`src/rtl/dti_apb_slave_regbank.sv`:
```
// APB slave register bank: configurable wait states, byte strobes, error
// response, read-only registers, per-register write pulses and protocol
// violation flag.
//
// state    | meaning
// ---------+-------------------------------------------------------------
// S_IDLE   | no transfer in progress; waiting for PSEL=1, PENABLE=0
// S_SETUP  | setup phase seen; expecting PENABLE=1 on this cycle
// S_ACCESS | access phase; counting wait states until PREADY
module dti_apb_slave_regbank #(
   parameter int                         APB_ADDR_WIDTH = 32,
   parameter int                         APB_DATA_WIDTH = 32,
   parameter int                         APB_STRB_WIDTH = APB_DATA_WIDTH / 8,
   parameter int                         NUM_REGS       = 16,
   parameter int                         WAIT_CYCLES    = 0,
   parameter logic [NUM_REGS-1:0]        RO_MASK        = '0,
   parameter logic [APB_DATA_WIDTH-1:0]  RESET_VAL      = '0
) (
   input  logic                                PCLK,
   input  logic                                PRESETn,
   input  logic [APB_ADDR_WIDTH-1:0]           PADDR,
   input  logic [APB_DATA_WIDTH-1:0]           PWDATA,
   input  logic [APB_STRB_WIDTH-1:0]           PSTRB,
   input  logic                                PSEL,
   input  logic                                PENABLE,
   input  logic                                PWRITE,
   output logic                                PREADY,
   output logic [APB_DATA_WIDTH-1:0]           PRDATA,
   output logic                                PSLVERR,
   output logic [NUM_REGS*APB_DATA_WIDTH-1:0]  reg_q,
   output logic [NUM_REGS-1:0]                 wr_pulse,
   output logic                                prot_err
);

   localparam int L     = $clog2(APB_STRB_WIDTH);
   localparam int IDX_W = $clog2(NUM_REGS);
   // Byte-offset bits below the word boundary; empty when the bus is 8 bits.
   localparam logic [APB_ADDR_WIDTH-1:0] LOW_MASK =
      APB_ADDR_WIDTH'((64'd1 << L) - 64'd1);

   typedef enum logic [1:0] {
      S_IDLE,
      S_SETUP,
      S_ACCESS
   } state_t;

   state_t                     state_q, state_d;
   logic [3:0]                 cnt_q, cnt_d;
   logic [NUM_REGS-1:0]        wr_pulse_q, wr_pulse_d;
   logic                       prot_err_q, prot_err_d;
   logic [APB_DATA_WIDTH-1:0]  mem_q [NUM_REGS];
   logic [APB_DATA_WIDTH-1:0]  mem_d [NUM_REGS];

   logic [IDX_W-1:0]           idx;
   logic                       misalign;
   logic                       out_of_range;
   logic                       ro_hit;
   logic                       err;
   logic                       ready;
   logic                       commit;

   assign idx          = PADDR[L +: IDX_W];
   assign misalign     = |(PADDR & LOW_MASK);
   assign out_of_range = (PADDR >> (L + IDX_W)) != '0;
   assign ro_hit       = PWRITE & RO_MASK[idx];
   assign err          = misalign | out_of_range | ro_hit;

   // Ready depends only on registered state/count plus the live handshake.
   assign ready  = (state_q == S_ACCESS) & PSEL & PENABLE &
                   (cnt_q == 4'(WAIT_CYCLES));
   assign commit = ready & PWRITE & ~err;

   assign PREADY   = ready;
   assign PSLVERR  = ready & err;
   assign PRDATA   = (ready & ~PWRITE & ~err) ? mem_q[idx] : '0;
   assign wr_pulse = wr_pulse_q;
   assign prot_err = prot_err_q;

   genvar gi;
   generate
      for (gi = 0; gi < NUM_REGS; gi++) begin : g_flat
         assign reg_q[gi*APB_DATA_WIDTH +: APB_DATA_WIDTH] = mem_q[gi];
      end
   endgenerate

   // Handshake FSM: next state, wait counter and protocol-violation detect.
   always_comb begin
      state_d    = state_q;
      cnt_d      = cnt_q;
      prot_err_d = 1'b0;
      case (state_q)
         S_IDLE: begin
            cnt_d = '0;
            if (PSEL && !PENABLE) begin
               state_d = S_SETUP;
            end else if (PSEL && PENABLE) begin
               prot_err_d = 1'b1;
            end
         end
         S_SETUP: begin
            cnt_d = '0;
            if (PSEL && PENABLE) begin
               state_d = S_ACCESS;
            end else begin
               state_d    = S_IDLE;
               prot_err_d = PSEL;
            end
         end
         S_ACCESS: begin
            // Completion or master abort both end the transfer.
            if (ready || !PSEL || !PENABLE) begin
               state_d = S_IDLE;
               cnt_d   = '0;
            end else begin
               cnt_d = cnt_q + 4'd1;
            end
         end
         default: begin
            state_d = S_IDLE;
            cnt_d   = '0;
         end
      endcase
   end

   // Register write path: strobe-masked merge and one-hot write pulse.
   always_comb begin
      mem_d      = mem_q;
      wr_pulse_d = '0;
      if (commit) begin
         wr_pulse_d[idx] = 1'b1;
         for (int b = 0; b < APB_STRB_WIDTH; b++) begin
            if (PSTRB[b]) begin
               mem_d[idx][b*8 +: 8] = PWDATA[b*8 +: 8];
            end
         end
      end
   end

   // State, counter, pulses and register bank.
   always_ff @(posedge PCLK or negedge PRESETn) begin
      if (!PRESETn) begin
         state_q    <= S_IDLE;
         cnt_q      <= '0;
         wr_pulse_q <= '0;
         prot_err_q <= 1'b0;
         for (int i = 0; i < NUM_REGS; i++) begin
            mem_q[i] <= RESET_VAL;
         end
      end else begin
         state_q    <= state_d;
         cnt_q      <= cnt_d;
         wr_pulse_q <= wr_pulse_d;
         prot_err_q <= prot_err_d;
         for (int i = 0; i < NUM_REGS; i++) begin
            mem_q[i] <= mem_d[i];
         end
      end
   end

endmodule

```
`config.mk`:
```
export PLATFORM = sky130hd
export DESIGN_NAME = dti_apb_slave_regbank
export DESIGN_NICKNAME = d
export VERILOG_FILES = /design/src/rtl/dti_apb_slave_regbank.sv
export SDC_FILE = /design/constraint.sdc
export NUM_CORES = 1
export LEC_CHECK = 0
export ABC_AREA = 1
export CORE_MARGIN = 4
export CORE_UTILIZATION = 30
export DETAILED_ROUTE_END_ITERATION = 7
export GPL_TIMING_DRIVEN = 0
export MAX_ROUTING_LAYER = met4
export PLACE_DENSITY_LB_ADDON = 0.08
export SYNTH_ARGS = -nofsm -noshare
export SYNTH_HDL_FRONTEND = slang
export SYNTH_SLANG_ARGS = --single-unit
export TNS_END_PERCENT = 50
```
`constraint.sdc`:
```
create_clock -name PCLK -period 2.5 [get_ports PCLK]
set_input_delay 0.75 -clock PCLK [delete_from_list [all_inputs] [get_ports PCLK]]
set_output_delay 0.75 -clock PCLK [all_outputs]
set_load 0.1 [all_outputs]
```
==> run_results.csv, run 1 <==
group,metric,value,unit
timing,hold_viol,0,
setup_path,path_cells,"buf_12 > clkinv_8 > nor2_4 > buf_12 > buf_16 > clkbuf_16 > nand2_2 > o21ai_2 > o21ai_1 > nand4_1 > nor2_4 > buf_12",
setup_path,critPathMaxFanout,6,
synthesis,synth-seq-area-share,0.485,
detailed_routing,drtPass1Iterations,5,
worst_hold_path,worst_hold_path_type,"primary input to asynchronous set/reset pin",
setup_path,crit_required,1.75,ns
pwr,clkPwrFrac,0.479,
cells_and_area,syn_to_final_growth,49.0,%
pwr,ir_drop,0.410,mV
timing,worst_slack,-0.668,ns
die,core_area,90700,um^2
cells_and_area,n_fill_cell,9030,
pwr,leakagePower,20.2,nW
synthesis,synth_top_area_cell,"dfrtp_1",
pwr,power_density,495,nW/um^2
placed_design,post-place-ws,-3.52,ns
detailed_routing,first_iter_violations,2781,
synthesis,synth_edf_count,0,
synthesis,ys_ff_latch,535,
die,rows,110,
cts,clock-sinks,535,
placed_design,io_buffers,599,
timing,slew_headroom,0.333,
synthesis,synth_most_common_cell,"nand2_1",
outcome,status,"finished with violations",
setup_path,critPathArrivalTime,2.42,ns
setup_path,path_common_cell,"buf_12",
cells_and_area,final_cells,5527,
setup_path,rr_endpoint,"reg_q[173]",
timing,tightest_slew,0.999,ns
synthesis,postSynthAreaPerCell,7.91,um^2
synthesis,async_flop_share,1.00,
setup_path,path_class,"primary input to output pin",
pwr,switching_share,0.273,
timing,slew_viol_final,0,
die,io_pins,636,
die,die_area,96900,um^2
setup_path,worstSetupEndpoint,"PRDATA[10]",
cts,cts_made_buffers,68,
synthesis,synthTopCellsByArea,"dfrtp_1 49%, nand2_1 18%, nand3_1 9.4%",
cts,clk_path_buf_depth,3,
die,die_w,311,um
timing,rsz0062_at_grt,"yes",
setup_path,r2r_start,"cnt_q[0]",
timing,fin_crit_sh,1.27,
cts,cts.reportedPaths.clkPinSlew,0.06,ns
global_route,grt_start_max_net_pins,108,
global_route,antenna_found_initial,11,
pwr,pwr-share-comb,0.096,
global_route,grt_overflow,0,
die,die_y,311,um
global_route,grt_pass1_vias,28300,
timing,setup_viol,363,
synthesis,ys_types,26,
setup_path,crit_start,"PADDR[3]",
timing,fin_crit,3.17,ns
timing,timing.fmax,0.316,GHz
cts,cts_tree,"done",
setup_path,start_kind,"primary input",
detailed_routing,ant_nets,0,
global_route,grt_pass1_wl,221,mm
setup_path,cp-end-kind,"output pin",
placed_design,gp_congestion,0.906,
synthesis,postSynthCellCount,3491,
synthesis,yosys-top-cells-count,"1309 x nand2_1, 535 x dfrtp_1, 519 x nand3_1",
placed_design,dp_hpwl,112,mm
die,start_util,0.304,
setup_path,max_stage_delay,0.24,ns
flow_run,maxCapViolCount,0,
pwr,seq_power_share,0.425,
detailed_routing,drc,0,
detailed_routing,wl_per_cell,28.7,um
detailed_routing,viasPerCell,5.27,
cts,cts.htree.levels,3,
cells_and_area,drive_gt1_frac,0.280,
cts,clock-root-buffer,"clkbuf_16",
global_route,gr-usage-all-layers,0.324,
setup_path,reg2reg_depth,12,
timing,finalClockSkew,0.0201,ns
setup_path,rrSetupSlack,0.15,ns
setup_path,critPathSlowestCell,"o21ai_1",
synthesis,synth_area,27600,um^2
pwr,p_int,0.0148,W
cells_and_area,fin_nets,4372,
synthesis,synth_flop_cell,"dfrtp_1",
detailed_routing,wl,159,mm
pwr,power,0.0204,W
outcome,violations,"setup timing",
cells_and_area,fin_util,0.453,
cts,cts_hold_buf,0,
synthesis,ys_warn_count,0,
placed_design,dp_cells,5272,
synthesis,synth_nets,3566,
synthesis,synth_top_area_frac,0.485,
pwr,p_switching,0.00556,W
detailed_routing,route.vias.total,29100,
cts,clk_latency,0.62,ns
[power groups by stage]
stage	clock (W)	sequential, W	combinational [W]
2_1_floorplan	0	0.00883	0.000691
3_3_place_gp	0	0.00885	0.00155
3_5_place_dp	0	0.00882	0.00158
4_1_cts	0.00985	0.00867	0.00192
5_1_grt	0.0102	0.00866	0.00208
6_report	0.00976	0.00867	0.00196
[worst min path at each step]
stage / slack, ns / endpoint / cells past startpoint
floorplan: 0.45 / cnt_q[0] / 0
global placement: 0.48 / reg_q[51] / 2
detailed placement: 0.48 / reg_q[375] / 2
CTS: 0.05 / reg_q[412] / 1
global route: 0.09 / reg_q[412] / 1
finish: 0.06 / reg_q[412] / 1
[state kept, by name, summed over array words and instances, names as in the netlist]
name      count
state_q       2
wr_pulse     16
reg_q       512
cnt_q         4
prot_err      1
[layer usage]
| metal | vias to the layer above | wire length, um | GRT usage |
|---|---|---|---|
| met2 | 1374 | 75600 | 0.527 |
| met1 | 14600 | 65000 | 0.410 |
| met3 | 277 | 11700 | 0.0558 |
| met5 | - | 0 | - |
| met4 | 0 | 6330 | 0.109 |
| li1 | 12900 | - | - |
[cell families after synthesis]
group / count (synthesis) / share of synthesized area
AND/OR/NAND/NOR: 2023 / 0.351
flip-flops: 535 / 0.485
adder cells (fa/ha/maj): 2 / 0.000906
buffers and inverters: 548 / 0.0926
XOR/XNOR: 2 / 0.000635
AO/OA/AOI/OAI: 381 / 0.0698
[cells in the final DEF, fill, tap and decap left out, types with 3 or more instances in the layout]
cell type	n
a22oi_1	6
buf_1	9
buf_12	68
buf_16	11
buf_2	49
buf_4	86
buf_6	61
buf_8	13
clkbuf_1	90
clkbuf_16	91
clkbuf_2	64
clkbuf_4	9
clkbuf_8	45
clkdlybuf4s15_1	4
clkdlybuf4s15_2	454
clkinv_2	13
clkinv_8	4
clkinvlp_4	3
dfrtp_1	535
diode_2	10
dlygate4sd2_1	6
dlymetal6s2s_1	16
inv_1	273
inv_2	18
nand2_1	1284
nand2_2	28
nand2_4	6
nand3_1	507
nand3_2	9
nand3_4	3
nand4_1	36
nand4_4	60
nor2_1	16
nor2_2	7
nor2_4	53
nor2_8	13
o21ai_0	245
o21ai_1	92
o21ai_2	35
[through the flow]
step / TNS (ns) / hold WS (ns) / instance area [um^2]
2_1_floorplan: -16.35 / 0.454 / 28000
3_3_place_gp: - / 0.484 / 35400
3_5_place_dp: -544.27 / 0.483 / 35600
4_1_cts: -307.99 / 0.0546 / 40600
5_1_grt: -54.09 / 0.0878 / 41100
6_report: -31.70 / 0.0594 / 41100
[what timing repair did]
action	4_1_cts	5_1_grt
gates resized for setup	2129	302
setup buffers	118	27
gates cloned	10	15
endpoints found under the setup margin	979	636
pin swaps	116	81
[worst max-delay path: cells and delay by family]
| family | cells | cell delay (ns) |
|---|---|---|
| buffers and inverters | 6 | 0.87 |
| AND/OR/NAND/NOR | 4 | 0.47 |
| AO/OA/AOI/OAI | 2 | 0.29 |
[layout make-up]
cell class                 instances  area [um^2]  area share
clock inverter                    14          136     0.00332
clock buffer                     100         1990      0.0484
tap                             1176         1470      0.0358
inverter                         301         1160      0.0283
sequential                       535        13400       0.326
buffer                           246         2360      0.0574
antenna                           10         25.0    0.000608
timing repair buffer             734         8210       0.200
multi-input combinational       2411        12400       0.301
No activity file was read; power rests on OpenSTA's default activity.
==> inputs of run 2 (changes only) <==
ABC_AREA = unset   (was 1)
CORE_UTILIZATION = 45   (was 30)
==> run 2 against run 1 <==
Net effect:
- power is 8.2% lower
- the run still ends with setup timing left
- sequential share of layout area is 3.8 points higher
- die area is 38% lower
==> run_results.csv, run 2 <==
group,metric,value,unit
outcome,status,"finished with violations",
outcome,violations,"setup timing",
cts,cts.reportedPaths.clkPinSlew,0.06,ns
synthesis,synth_top_area_frac,0.530,
pwr,leakagePower,17.9,nW
setup_path,r2r_start,"cnt_q[0]",
global_route,gr-usage-all-layers,0.332,
timing,fin_crit,3.74,ns
synthesis,postSynthAreaPerCell,15.6,um^2
synthesis,synthTopCellsByArea,"dfrtp_1 53%, mux2_2 23%, mux4_2 11%",
setup_path,critPathMaxFanout,7,
pwr,power,0.0187,W
timing,slew_viol_final,0,
timing,rsz0062_at_grt,"yes",
placed_design,io_buffers,631,
setup_path,path_class,"primary input to output pin",
cts,clock-root-buffer,"clkbuf_16",
pwr,power_density,509,nW/um^2
timing,fin_crit_sh,1.49,
synthesis,ys_warn_count,0,
synthesis,postSynthCellCount,1615,
die,io_pins,636,
synthesis,synth_most_common_cell,"dfrtp_1",
die,core_area,55300,um^2
cts,clk_latency,0.62,ns
timing,hold_viol,0,
global_route,grt_pass1_wl,142,mm
placed_design,dp_hpwl,69.8,mm
detailed_routing,viasPerCell,5.87,
setup_path,cp-end-kind,"output pin",
cells_and_area,drive_gt1_frac,0.673,
timing,tightest_slew,0.983,ns
die,die_y,245,um
placed_design,gp_congestion,0.886,
setup_path,critPathArrivalTime,2.99,ns
timing,timing.fmax,0.268,GHz
synthesis,ys_ff_latch,535,
synthesis,synth_area,25300,um^2
cells_and_area,layout_commonest_cell,"dfrtp_1",
detailed_routing,drtPass1Iterations,5,
detailed_routing,first_iter_violations,1276,
setup_path,reg2reg_depth,10,
flow_run,maxCapViolCount,0,
worst_hold_path,worst_hold_path_type,"primary input to asynchronous set/reset pin",
cts,cts_tree,"done",
timing,finalClockSkew,0.0181,ns
global_route,grt_pass1_vias,20100,
detailed_routing,wl,98.2,mm
pwr,ir_drop,0.537,mV
cells_and_area,fin_nets,2471,
detailed_routing,wl_per_cell,30.7,um
global_route,grt_overflow,0,
setup_path,crit_required,1.75,ns
die,rows,86,
detailed_routing,ant_nets,0,
cells_and_area,fin_util,0.665,
cts,cts_made_buffers,57,
setup_path,start_kind,"primary input",
synthesis,synth_nets,1690,
cts,clock-sinks,535,
timing,setup_viol,273,
cells_and_area,syn_to_final_growth,45.7,%
global_route,grt_start_max_net_pins,118,
detailed_routing,drc,0,
die,start_util,0.457,
synthesis,ys_types,40,
synthesis,synth_flop_cell,"dfrtp_1",
die,die_w,245,um
synthesis,synth-seq-area-share,0.530,
setup_path,rr_endpoint,"reg_q[281]",
cells_and_area,largest_register_ffs,512,
timing,slew_headroom,0.343,
synthesis,synth_edf_count,0,
synthesis,synth_top_area_cell,"dfrtp_1",
cts,cts.htree.levels,2,
detailed_routing,route.vias.total,18800,
synthesis,async_flop_share,1.00,
cts,clk_path_buf_depth,3,
global_route,antenna_found_initial,8,
timing,worst_slack,-1.24,ns
setup_path,rrSetupSlack,-0.22,ns
die,die_area,60000,um^2
cells_and_area,layout_common_cells,"535 x dfrtp_1, 401 x mux2_2, 368 x clkbuf_2, 158 x clkdlybuf4s15_2, 128 x mux4_2",
synthesis,yosys-top-cells-count,"535 x dfrtp_1, 512 x mux2_2, 128 x mux4_2",
run 2: layout make-up:
type | count | area, um^2
Inverter | 3 | 23.8
Timing Repair Buffer | 726 | 6470
Multi-Input combinational cell | 945 | 12600
Antenna cell | 7 | 17.5
Clock inverter | 22 | 299
Buffer | 128 | 1400
Fill cell | 4120 | 18500
Sequential cell | 535 | 13400
Clock buffer | 83 | 1700
Tap cell | 748 | 936
run 2: repair_timing:
| action | CTS | global route |
|---|---|---|
| endpoints found under the setup margin | 1090 | 832 |
| hold buffers | 0 | 0 |
| gates resized for setup | 1119 | 765 |
| pin swaps | 71 | 9 |
| setup buffers | 77 | 7 |
| gates cloned | 7 | 0 |
run 2: logic make-up (layout without fill, tap and decap cells):
logic type,after synthesis,in the layout,synth area share
mux,641,641,0.343
flops,535,535,0.530
simple gates,202,202,0.0761
buf+inv,135,962,0.0233
compound gates,97,97,0.0256
xor+xnor,3,3,0.00104
fa+ha+maj,2,2,0.000991
other cells,0,7,0
run 2: worst max-delay path, cell delays in order:
cell             delay (ns)
clkdlybuf4s15_2        0.20
nor4_4                 0.33
nand4_4                0.20
buf_8                  0.17
or4_4                  0.52
clkbuf_16              0.21
clkbuf_16              0.20
a21oi_4                0.20
buf_12                 0.20
run 2: through the flow:
step | setup slack, ns | setup TNS (ns) | cells | hold WS (ns) | instance area, um^2
after global placement | -23.09 | - | 2994 | 0.480 | 33600
final | -1.24 | -49.13 | 3197 | 0.225 | 36800
after floorplan | -1.04 | -63.02 | 1615 | 0.454 | 26300
after CTS | -1.22 | -204.18 | 3183 | 0.254 | 38400
after detailed placement | -3.52 | -762.85 | 2998 | 0.508 | 33700
after global routing | -1.30 | -75.16 | 3195 | 0.307 | 36800
run 2: power breakdown:
part	switching (W)	internal (W)
Clock	0.00356	0.00541
Sequential	0.00000299	0.00866
Combinational	0.000706	0.000367
Total	0.00427	0.0144
run 2: layer usage:
layer  up-vias  routed length [um]  GRT usage
met5         -                   0          -
met3       205                8350     0.0938
met2       791               48200      0.536
met4         0                4000      0.116
met1      9991               37700      0.404
li1       7766                   -          -
run 2: how the worst max path moves through the flow:
stage              start         end  cells past startpoint
3_3_place_gp     PRESETn  reg_q[339]                      1
4_1_cts         cnt_q[1]  PRDATA[21]                     10
2_1_floorplan  PADDR[27]  PRDATA[10]                      7
5_1_grt         cnt_q[0]  PRDATA[21]                     10
6_report       PADDR[12]  PRDATA[21]                      9
3_5_place_dp    PADDR[3]  PRDATA[21]                      9
==> inputs of run 3 (changes only) <==
CORE_UTILIZATION = 37   (was 45)
==> run 3 against run 2 <==
Net effect:
- the flow still finishes with violations (setup timing)
- flip-flop and latch count is the same
- sequential power about the same
- core utilization down 12 points
- power increased by 2.0%
- largest power group unchanged
==> run_results.csv, run 3 (synthesis gave the netlist of run 2 again) <==
group,metric,value,unit
outcome,status,"finished with violations",
outcome,violations,"setup timing",
pwr,p_int,0.0147,W
detailed_routing,drc,0,
cts,cts.htree.levels,2,
setup_path,critPathMaxFanout,8,
setup_path,max_stage_delay,0.48,ns
timing,slew_viol_final,0,
pwr,clkPwrFrac,0.489,
placed_design,gp_congestion,0.848,
die,start_util,0.375,
cells_and_area,fin_nets,2482,
setup_path,critPathSlowestCell,"or4_4",
cts,clk_path_buf_depth,3,
timing,fin_crit_sh,1.48,
die,io_pins,636,
timing,rsz0062_at_grt,"yes",
detailed_routing,route.vias.total,18600,
timing,tightest_slew,1.00,ns
die,rows,95,
die,die_w,269,um
worst_hold_path,worst_hold_path_type,"primary input to asynchronous set/reset pin",
cts,clk_latency,0.63,ns
setup_path,path_cells,"clkdlybuf4s15_2 > nor4_4 > nand3_4 > buf_12 > or4_4 > clkbuf_16 > clkbuf_16 > a21oi_4 > buf_12",
cts,cts.reportedPaths.clkPinSlew,0.06,ns
cts,clock-root-buffer,"clkbuf_16",
cells_and_area,largest_register_ffs,512,
setup_path,crit_required,1.75,ns
detailed_routing,wl_per_cell,30.9,um
cells_and_area,syn_to_final_growth,45.4,%
detailed_routing,wl,103,mm
placed_design,dp_hpwl,72.9,mm
cells_and_area,fin_util,0.545,
timing,worst_slack,-1.20,ns
setup_path,start_kind,"primary input",
setup_path,critPathArrivalTime,2.95,ns
global_route,antenna_found_initial,4,
global_route,grt_overflow,0,
pwr,pwr-share-comb,0.057,
global_route,gr-usage-all-layers,0.285,
timing,slew_headroom,0.329,
detailed_routing,drtPass1Iterations,5,
pwr,leakagePower,17.9,nW
flow_run,maxCapViolCount,0,
timing,timing.fmax,0.270,GHz
timing,worst_hold_slack,0.511,ns
setup_path,cp-end-kind,"output pin",
setup_path,path_class,"primary input to output pin",
cells_and_area,n_fill_cell,5632,
pwr,p_switching,0.00442,W
cts,cts_tree,"done",
die,die_y,269,um
global_route,grt_pass1_wl,149,mm
timing,fin_crit,3.70,ns
pwr,seq_power_share,0.454,
die,die_area,72500,um^2
die,core_area,67400,um^2
cells_and_area,drive_gt1_frac,0.672,
cells_and_area,layout_common_cells,"535 x dfrtp_1, 423 x clkbuf_2, 401 x mux2_2, 128 x mux4_2, 114 x clkdlybuf4s15_2",
cts,clock-sinks,535,
cells_and_area,layout_commonest_cell,"dfrtp_1",
global_route,grt_pass1_vias,20100,
pwr,switching_share,0.231,
detailed_routing,ant_nets,0,
cts,cts_made_buffers,60,
detailed_routing,viasPerCell,5.59,
timing,finalClockSkew,0.0248,ns
placed_design,io_buffers,631,
pwr,ir_drop,0.498,mV
timing,hold_viol,0,
pwr,power_density,520,nW/um^2
timing,setup_viol,245,
pwr,power,0.0191,W
global_route,grt_start_max_net_pins,119,
detailed_routing,first_iter_violations,959,
==> run 3: cell count changes in the layout (fill, tap and decap cells not counted), moves of 4 or more <==
cell             change
diode_2              -6
a22oi_2              -8
buf_16               +4
a22oi_1              +8
clkdlybuf4s15_2     -44
clkbuf_2            +55
==> run 3: worst paths after layout <==
kind | start | to | slack, ns | cells past startpoint
setup / recovery | PADDR[28] | PRDATA[21] | -1.20 | 9
hold / removal | PRESETn | reg_q[333] | 0.51 | 2
setup reg to reg | cnt_q[1] | reg_q[403] | -0.28 | 9
hold reg to reg | reg_q[450] | reg_q[450] | 0.52 | 1
max in group asynchronous | PRESETn | reg_q[186] | 0.22 | 5
min in group PCLK | reg_q[450] | reg_q[450] | 0.52 | 1
==> run 3: layer usage <==
layer	part of all wire	vias to the layer above	GRT usage	routed length [um]
met4	0.032	0	0.0784	3250
met5	0	-	-	0
met2	0.50	623	0.481	51600
met1	0.40	10000	0.347	41500
li1	-	7794	-	-
met3	0.062	164	0.0659	6400
==> run 3: through the flow <==
step / area [um^2] / setup slack [ns] / setup TNS (ns) / instances
after global placement: 33700 / -23.36 / - / 3119
after CTS: 38700 / -1.22 / -233.49 / 3323
after detailed placement: 33900 / -3.88 / -822.56 / 3124
after floorplan: 26300 / -1.04 / -63.02 / 1615
after global routing: 36700 / -1.25 / -79.09 / 3330
final: 36700 / -1.20 / -52.89 / 3330
==> run 3: worst max-delay path, delay by kind of cell <==
kind	cells	cell delay, ns
and+or+nand+nor	3	1.02
buffers and inverters	5	0.97
AOI/OAI and AO/OA	1	0.18
==> run 3: power groups by stage <==
| stage | logic [W] | registers (W) | clock network (W) |
|---|---|---|---|
| floorplan | 0.000338 | 0.00883 | 0 |
| global placement | 0.000909 | 0.00884 | 0 |
| detailed placement | 0.000949 | 0.00882 | 0 |
| CTS | 0.00111 | 0.00866 | 0.00955 |
| global route | 0.00118 | 0.00866 | 0.00989 |
| finish | 0.00109 | 0.00867 | 0.00932 |
==> run 3: repair_timing <==
item,in CTS,in global routing
hold endpoints to repair,9,0
gates cloned,9,1
pin swaps,70,9
setup buffers,80,5
endpoints found under the setup margin,1091,804
hold buffers,1,0
gates resized for setup,945,864
==> run 3: cell type report <==
cell class | instances | area [um^2] | share of cell area
clock buffer | 88 | 1780 | 0.0484
multi-input combinational | 946 | 12500 | 0.341
sequential | 535 | 13400 | 0.365
inverter | 3 | 23.8 | 0.000647
tap | 873 | 1090 | 0.0298
antenna | 1 | 2.50 | 0.0000682
clock inverter | 23 | 318 | 0.00866
buffer | 130 | 1330 | 0.0363
timing repair buffer | 731 | 6280 | 0.171
